## src/rtl/mem_arbiter.sv

```systemverilog
// Arbitrates a fetch port and a data port onto one memory bus; data wins by default.
// Optional macro MEM_ARBITER_FAIRNESS_EN: fetch wins after STARVE_LIMIT data grants in a row.
module mem_arbiter #(
    parameter int unsigned ADDR_W       = 32,
    parameter int unsigned DATA_W       = 32,
    parameter int unsigned TIMEOUT      = 16,
    parameter int unsigned STARVE_LIMIT = 4
) (
    input  logic              clk,
    input  logic              reset,
    input  logic              if_req,
    input  logic [ADDR_W-1:0] if_addr,
    output logic              if_gnt,
    output logic              if_rvalid,
    output logic [DATA_W-1:0] if_rdata,
    input  logic              d_req,
    input  logic              d_we,
    input  logic [ADDR_W-1:0] d_addr,
    input  logic [DATA_W-1:0] d_wdata,
    output logic              d_gnt,
    output logic              d_rvalid,
    output logic [DATA_W-1:0] d_rdata,
    output logic              mem_en,
    output logic              mem_we,
    output logic [ADDR_W-1:0] mem_addr,
    output logic [DATA_W-1:0] mem_wdata,
    input  logic [DATA_W-1:0] mem_rdata,
    input  logic              mem_ready,
    output logic              err
);

    if (TIMEOUT < 2 || TIMEOUT > 255) begin : g_bad_timeout
        $error("mem_arbiter: TIMEOUT must be in 2..255");
    end
    if (STARVE_LIMIT < 1 || STARVE_LIMIT > 15) begin : g_bad_starve
        $error("mem_arbiter: STARVE_LIMIT must be in 1..15");
    end

    typedef enum logic [1:0] {StIdle, StBusyIf, StBusyD} state_t;

    state_t            state_q, state_d;
    logic [7:0]        wait_q, wait_d;
    logic              pick_if;
    logic              if_gnt_d, if_rvalid_d, d_gnt_d, d_rvalid_d, mem_en_d, mem_we_d, err_d;
    logic [DATA_W-1:0] if_rdata_d, d_rdata_d, mem_wdata_d;
    logic [ADDR_W-1:0] mem_addr_d;

`ifdef MEM_ARBITER_FAIRNESS_EN
    logic [3:0] streak_q, streak_d;

    assign pick_if = if_req && (!d_req || streak_q == 4'(STARVE_LIMIT));

    always_ff @(posedge clk) begin
        if (reset) begin
            streak_q <= '0;
        end else begin
            streak_q <= streak_d;
        end
    end
`else
    assign pick_if = if_req && !d_req;
`endif

    always_comb begin
        state_d     = state_q;
        wait_d      = wait_q;
        if_gnt_d    = 1'b0;
        d_gnt_d     = 1'b0;
        mem_en_d    = 1'b0;
        if_rvalid_d = 1'b0;
        d_rvalid_d  = 1'b0;
        err_d       = 1'b0;
        mem_we_d    = mem_we;
        mem_addr_d  = mem_addr;
        mem_wdata_d = mem_wdata;
        if_rdata_d  = if_rdata;
        d_rdata_d   = d_rdata;
`ifdef MEM_ARBITER_FAIRNESS_EN
        streak_d    = streak_q;
`endif

        unique case (state_q)
            StIdle: begin
                if (pick_if) begin
                    if_gnt_d    = 1'b1;
                    mem_en_d    = 1'b1;
                    mem_we_d    = 1'b0;
                    mem_addr_d  = if_addr;
                    mem_wdata_d = '0;
                    wait_d      = '0;
                    state_d     = StBusyIf;
`ifdef MEM_ARBITER_FAIRNESS_EN
                    streak_d    = '0;
`endif
                end else if (d_req) begin
                    d_gnt_d     = 1'b1;
                    mem_en_d    = 1'b1;
                    mem_we_d    = d_we;
                    mem_addr_d  = d_addr;
                    mem_wdata_d = d_wdata;
                    wait_d      = '0;
                    state_d     = StBusyD;
`ifdef MEM_ARBITER_FAIRNESS_EN
                    // Only data grants that made a waiting fetch wait extend the streak.
                    streak_d    = if_req ? streak_q + 4'd1 : '0;
`endif
                end else begin
`ifdef MEM_ARBITER_FAIRNESS_EN
                    streak_d    = '0;
`endif
                end
            end
            StBusyIf, StBusyD: begin
                if (mem_ready) begin
                    state_d = StIdle;
                    if (state_q == StBusyIf) begin
                        if_rvalid_d = 1'b1;
                        if_rdata_d  = mem_rdata;
                    end else begin
                        d_rvalid_d = 1'b1;
                        d_rdata_d  = mem_we ? '0 : mem_rdata;
                    end
                end else if (wait_q == 8'(TIMEOUT)) begin
                    state_d = StIdle;
                    err_d   = 1'b1;
                    if (state_q == StBusyIf) begin
                        if_rvalid_d = 1'b1;
                        if_rdata_d  = '0;
                    end else begin
                        d_rvalid_d = 1'b1;
                        d_rdata_d  = '0;
                    end
                end else begin
                    wait_d = wait_q + 8'd1;
                end
            end
            default: state_d = StIdle;
        endcase
    end

    always_ff @(posedge clk) begin
        if (reset) begin
            state_q   <= StIdle;
            wait_q    <= '0;
            if_gnt    <= 1'b0;
            if_rvalid <= 1'b0;
            if_rdata  <= '0;
            d_gnt     <= 1'b0;
            d_rvalid  <= 1'b0;
            d_rdata   <= '0;
            mem_en    <= 1'b0;
            mem_we    <= 1'b0;
            mem_addr  <= '0;
            mem_wdata <= '0;
            err       <= 1'b0;
        end else begin
            state_q   <= state_d;
            wait_q    <= wait_d;
            if_gnt    <= if_gnt_d;
            if_rvalid <= if_rvalid_d;
            if_rdata  <= if_rdata_d;
            d_gnt     <= d_gnt_d;
            d_rvalid  <= d_rvalid_d;
            d_rdata   <= d_rdata_d;
            mem_en    <= mem_en_d;
            mem_we    <= mem_we_d;
            mem_addr  <= mem_addr_d;
            mem_wdata <= mem_wdata_d;
            err       <= err_d;
        end
    end

endmodule

```

## config.mk

```make
export PLATFORM = sky130hd
export DESIGN_NAME = mem_arbiter
export DESIGN_NICKNAME = d
export VERILOG_FILES = /design/src/rtl/mem_arbiter.sv
export SDC_FILE = /design/constraint.sdc
export NUM_CORES = 1
export LEC_CHECK = 0
export CAP_MARGIN = 25
export CORE_ASPECT_RATIO = 1.5
export CORE_UTILIZATION = 40
export CTS_CLUSTER_SIZE = 10
export DETAILED_ROUTE_END_ITERATION = 6
export PLACE_DENSITY = 0.8
export SYNTH_ARGS = -nofsm -noshare
export SYNTH_HDL_FRONTEND = slang
export SYNTH_SLANG_ARGS = --single-unit
```

## constraint.sdc

```tcl
create_clock -name clk -period 2.2 [get_ports clk]
set_clock_uncertainty 0.1 [all_clocks]
set_input_delay 0.66 -clock clk [delete_from_list [all_inputs] [get_ports clk]]
set_output_delay 0.66 -clock clk [all_outputs]
set_load 0.03 [all_outputs]
```

==> out/qor.txt <==
net count after synthesis - 664
post-synthesis cell type count - 40
CTS max path bufs - 2
post-synthesis sequential area ratio - 54.9%
post-synth top area cell - dfxtp_1
CP max stage delay - 0.69 ns
setup bufs post-CTS - 0
routability cong. - 0.796
Worst Reg-to-Reg Cells - 6
total gr overflow - 0
share of the synthesized area in the top cell type - 54.9%
Fmax - 0.461 GHz
Top delay family on crit path - buffers and inverters
vias per inst - 5.25
final hold vios - 0
I/O pins - 269
worst reg2reg endpoint - wait_q[5]
endpoints failing setup - 0
number of diodes - 0
number of flops mapped to enable cells by yosys - 0
fin. max-slew vios - 0
DP Wirelength - 11400 um
critical path class - flop to output port
Hold Buf Count CTS - 0
critical-path cell list - clkdlybuf4s50_1
clk_lat worst skew - 0.40 ns
dominant register cell in the synthesized netlist - dfxtp_1
DRT Wirelength - 15500 um
first-pass GRT wire length - 23700 um
CP max-delay cell - clkdlybuf4s50_1
outcome - completed
ys async rst share - 0%
Synthesis Warnings - 0
P&R area growth vs syn - 70.2%
clock-pin slew on the worst setup and hold paths - 0.06 ns
Slew HR - 61.3%
RSZ-0062 raised after global routing - false
Syn Std Cell Area - 5290 um2
Setup crit start kind - flop
H-tree depth - 4
hold path startpoint - d_rdata[14]
drt wl/cell - 16.1 um
Num CTS Buffers - 17
Die Width - 95.9 um
Total GRT Usage - 22.3%
placed instance area - 8250 um2
PortBufs - 268
Synth Instances - 526
power per cell area - 827 nW/um2
die extent in y - 143 um
Worst Path Buf+Inv - 1
FF+latch count, synth - 145
worst r2r src - state_q[0]
crit path DAT - 1.41 ns
Starting Density - 40.8%
Crit path required time - 1.44 ns
Setup crit end kind - output port
final net count - 930
number of global-route vias before repair - 4997
minimum clock period - 2.17 ns
Vias - 5053
reg2reg setup slack - 0.20 ns
syn avg cell area - 10.0 um2
largest net degree at the start of global routing - 65
Leakage - 4.87 nW
total power - 0.00743 W
ratio of cells with drive above 1 in the final layout - 7.59%
top cells by area, synth - dfxtp_1 (55%), a22o_1 (11%), mux2i_1 (6.1%), a211oi_1 (4.7%), a21oi_1 (3.1%)
antenna-violating nets left - 0
CTS tree - done
Final period util - 98.5%
Crit Path Max Fanout - 2
Initial DRC Count - 163
final setup TNS - 0 ns
# rows - 51
hold crit path type - flop to flop
drt pass-1 iters - 4
worst slew pin tran - 0.581 ns
VDD IR max - 0.000517 V
clock sink count - 145
CTS Root Cell - clkbuf_16
core area - 13000 um2
Max Cap Viol - 0
Die ar. - 13700 um2
antenna violations before repair - 0
Hold Crit Depth - 1
Worst Hold End - d_rdata[14]
Remaining DRCs - 0
CTS resizes - 43
Post-Layout Inst Area - 8990 um2
## cells by family after synthesis
logic type / share of synthesized area [%]
fa+ha+maj: 0.947
buf+inv: 4.19
compound gates: 24.7
flops: 54.9
mux: 6.06
simple gates: 9.14
## power by group
part           switching (W)  leakage, nW  internal, W  total [W]
sequential          0.000102         1.18      0.00283    0.00293
combinational       0.000893         3.40     0.000721    0.00161
clock                0.00110        0.288      0.00179    0.00289
total                0.00209         4.87      0.00534    0.00743
## how the worst max path moves through the flow
| stage | cells after the start | startpoint | slack (ns) | endpoint |
|---|---|---|---|---|
| global placement | 5 | if_req | -0.51 | mem_wdata[9] |
| detailed placement | 6 | if_req | -0.36 | mem_wdata[2] |
| finish | 1 | mem_addr[6] | 0.03 | mem_addr[6] |
| CTS | 1 | mem_wdata[5] | 0.0008 | mem_wdata[5] |
| global route | 1 | mem_addr[6] | 0.002 | mem_addr[6] |
| floorplan | 4 | mem_ready | 0.31 | wait_q[7] |
## synth_stat cells, types with 2 or more instances
library cell	number
dfxtp_1	145
a22o_1	65
nand2b_1	2
o21ai_0	29
nor2_1	39
buf_2	9
nand3_1	5
inv_1	9
o21ai_1	10
nor3_1	2
mux2i_1	32
a221oi_1	3
clkbuf_1	28
nand2_1	40
or3_1	3
ha_1	4
a21o_1	3
a21oi_1	33
buf_1	5
and3_1	6
a211oi_1	33
buf_4	2
o31a_1	2
## metrics by stage
step / util [%] / worst slack, ns / std cells / hold slack, ns
finish: 69.4 / 0.0325 / 963 / 0.370
global route: 69.4 / 0.00156 / 963 / 0.387
CTS: 67.8 / 0.000783 / 963 / 0.378
detailed placement: 63.7 / -0.364 / 932 / 0.365
global placement: 63.6 / -0.512 / 931 / 0.359
floorplan: - / 0.306 / 526 / 0.353
## cell usage in the layout, fill, tap and decap left out, types with 2 or more instances in the layout
master	count
nand2b_1	2
nor2_4	2
nand2_1	40
mux2i_1	32
o21ai_1	10
nor3_1	2
clkdlybuf4s50_1	143
buf_4	16
o31a_1	2
clkinv_2	2
ha_1	4
clkbuf_1	2
a221oi_1	3
a21oi_1	33
buf_12	6
nor2_1	37
a22o_1	65
or3_1	3
o21ai_0	29
dlymetal6s2s_1	81
a21o_1	3
bufinv_16	3
inv_1	9
a211oi_1	33
inv_6	2
dfxtp_1	145
clkinv_4	4
dlygate4sd2_1	43
clkbuf_16	17
nand3_1	5
and3_1	6
## flip-flops by register name, indices dropped and copies added, names as in the netlist
| signal | cells |
|---|---|
| mem_we | 1 |
| if_rdata | 32 |
| state_q | 2 |
| d_rvalid | 1 |
| if_gnt | 1 |
| mem_addr | 32 |
| mem_en | 1 |
| if_rvalid | 1 |
| wait_q | 8 |
| err | 1 |
| d_gnt | 1 |
| d_rdata | 32 |
| mem_wdata | 32 |
## final cells by class
type / count / area [um2]
Sequential cell: 145 / 2900
Multi-Input combinational cell: 327 / 2180
Clock buffer: 19 / 433
Clock inverter: 12 / 160
Inverter: 10 / 37.5
Tap cell: 159 / 199
Fill cell: 997 / 3960
Timing Repair Buffer: 291 / 3080
## layer usage
metal | track usage [%] | vias up | share of wire, %
li1 | - | 2445 | -
met1 | 22.8 | 2342 | 37
met4 | 12.9 | 0 | 4.4
met5 | 0 | - | 0
met2 | 40.1 | 213 | 52
met3 | 5.54 | 53 | 6.1
Power figures use the tool's default switching activity.
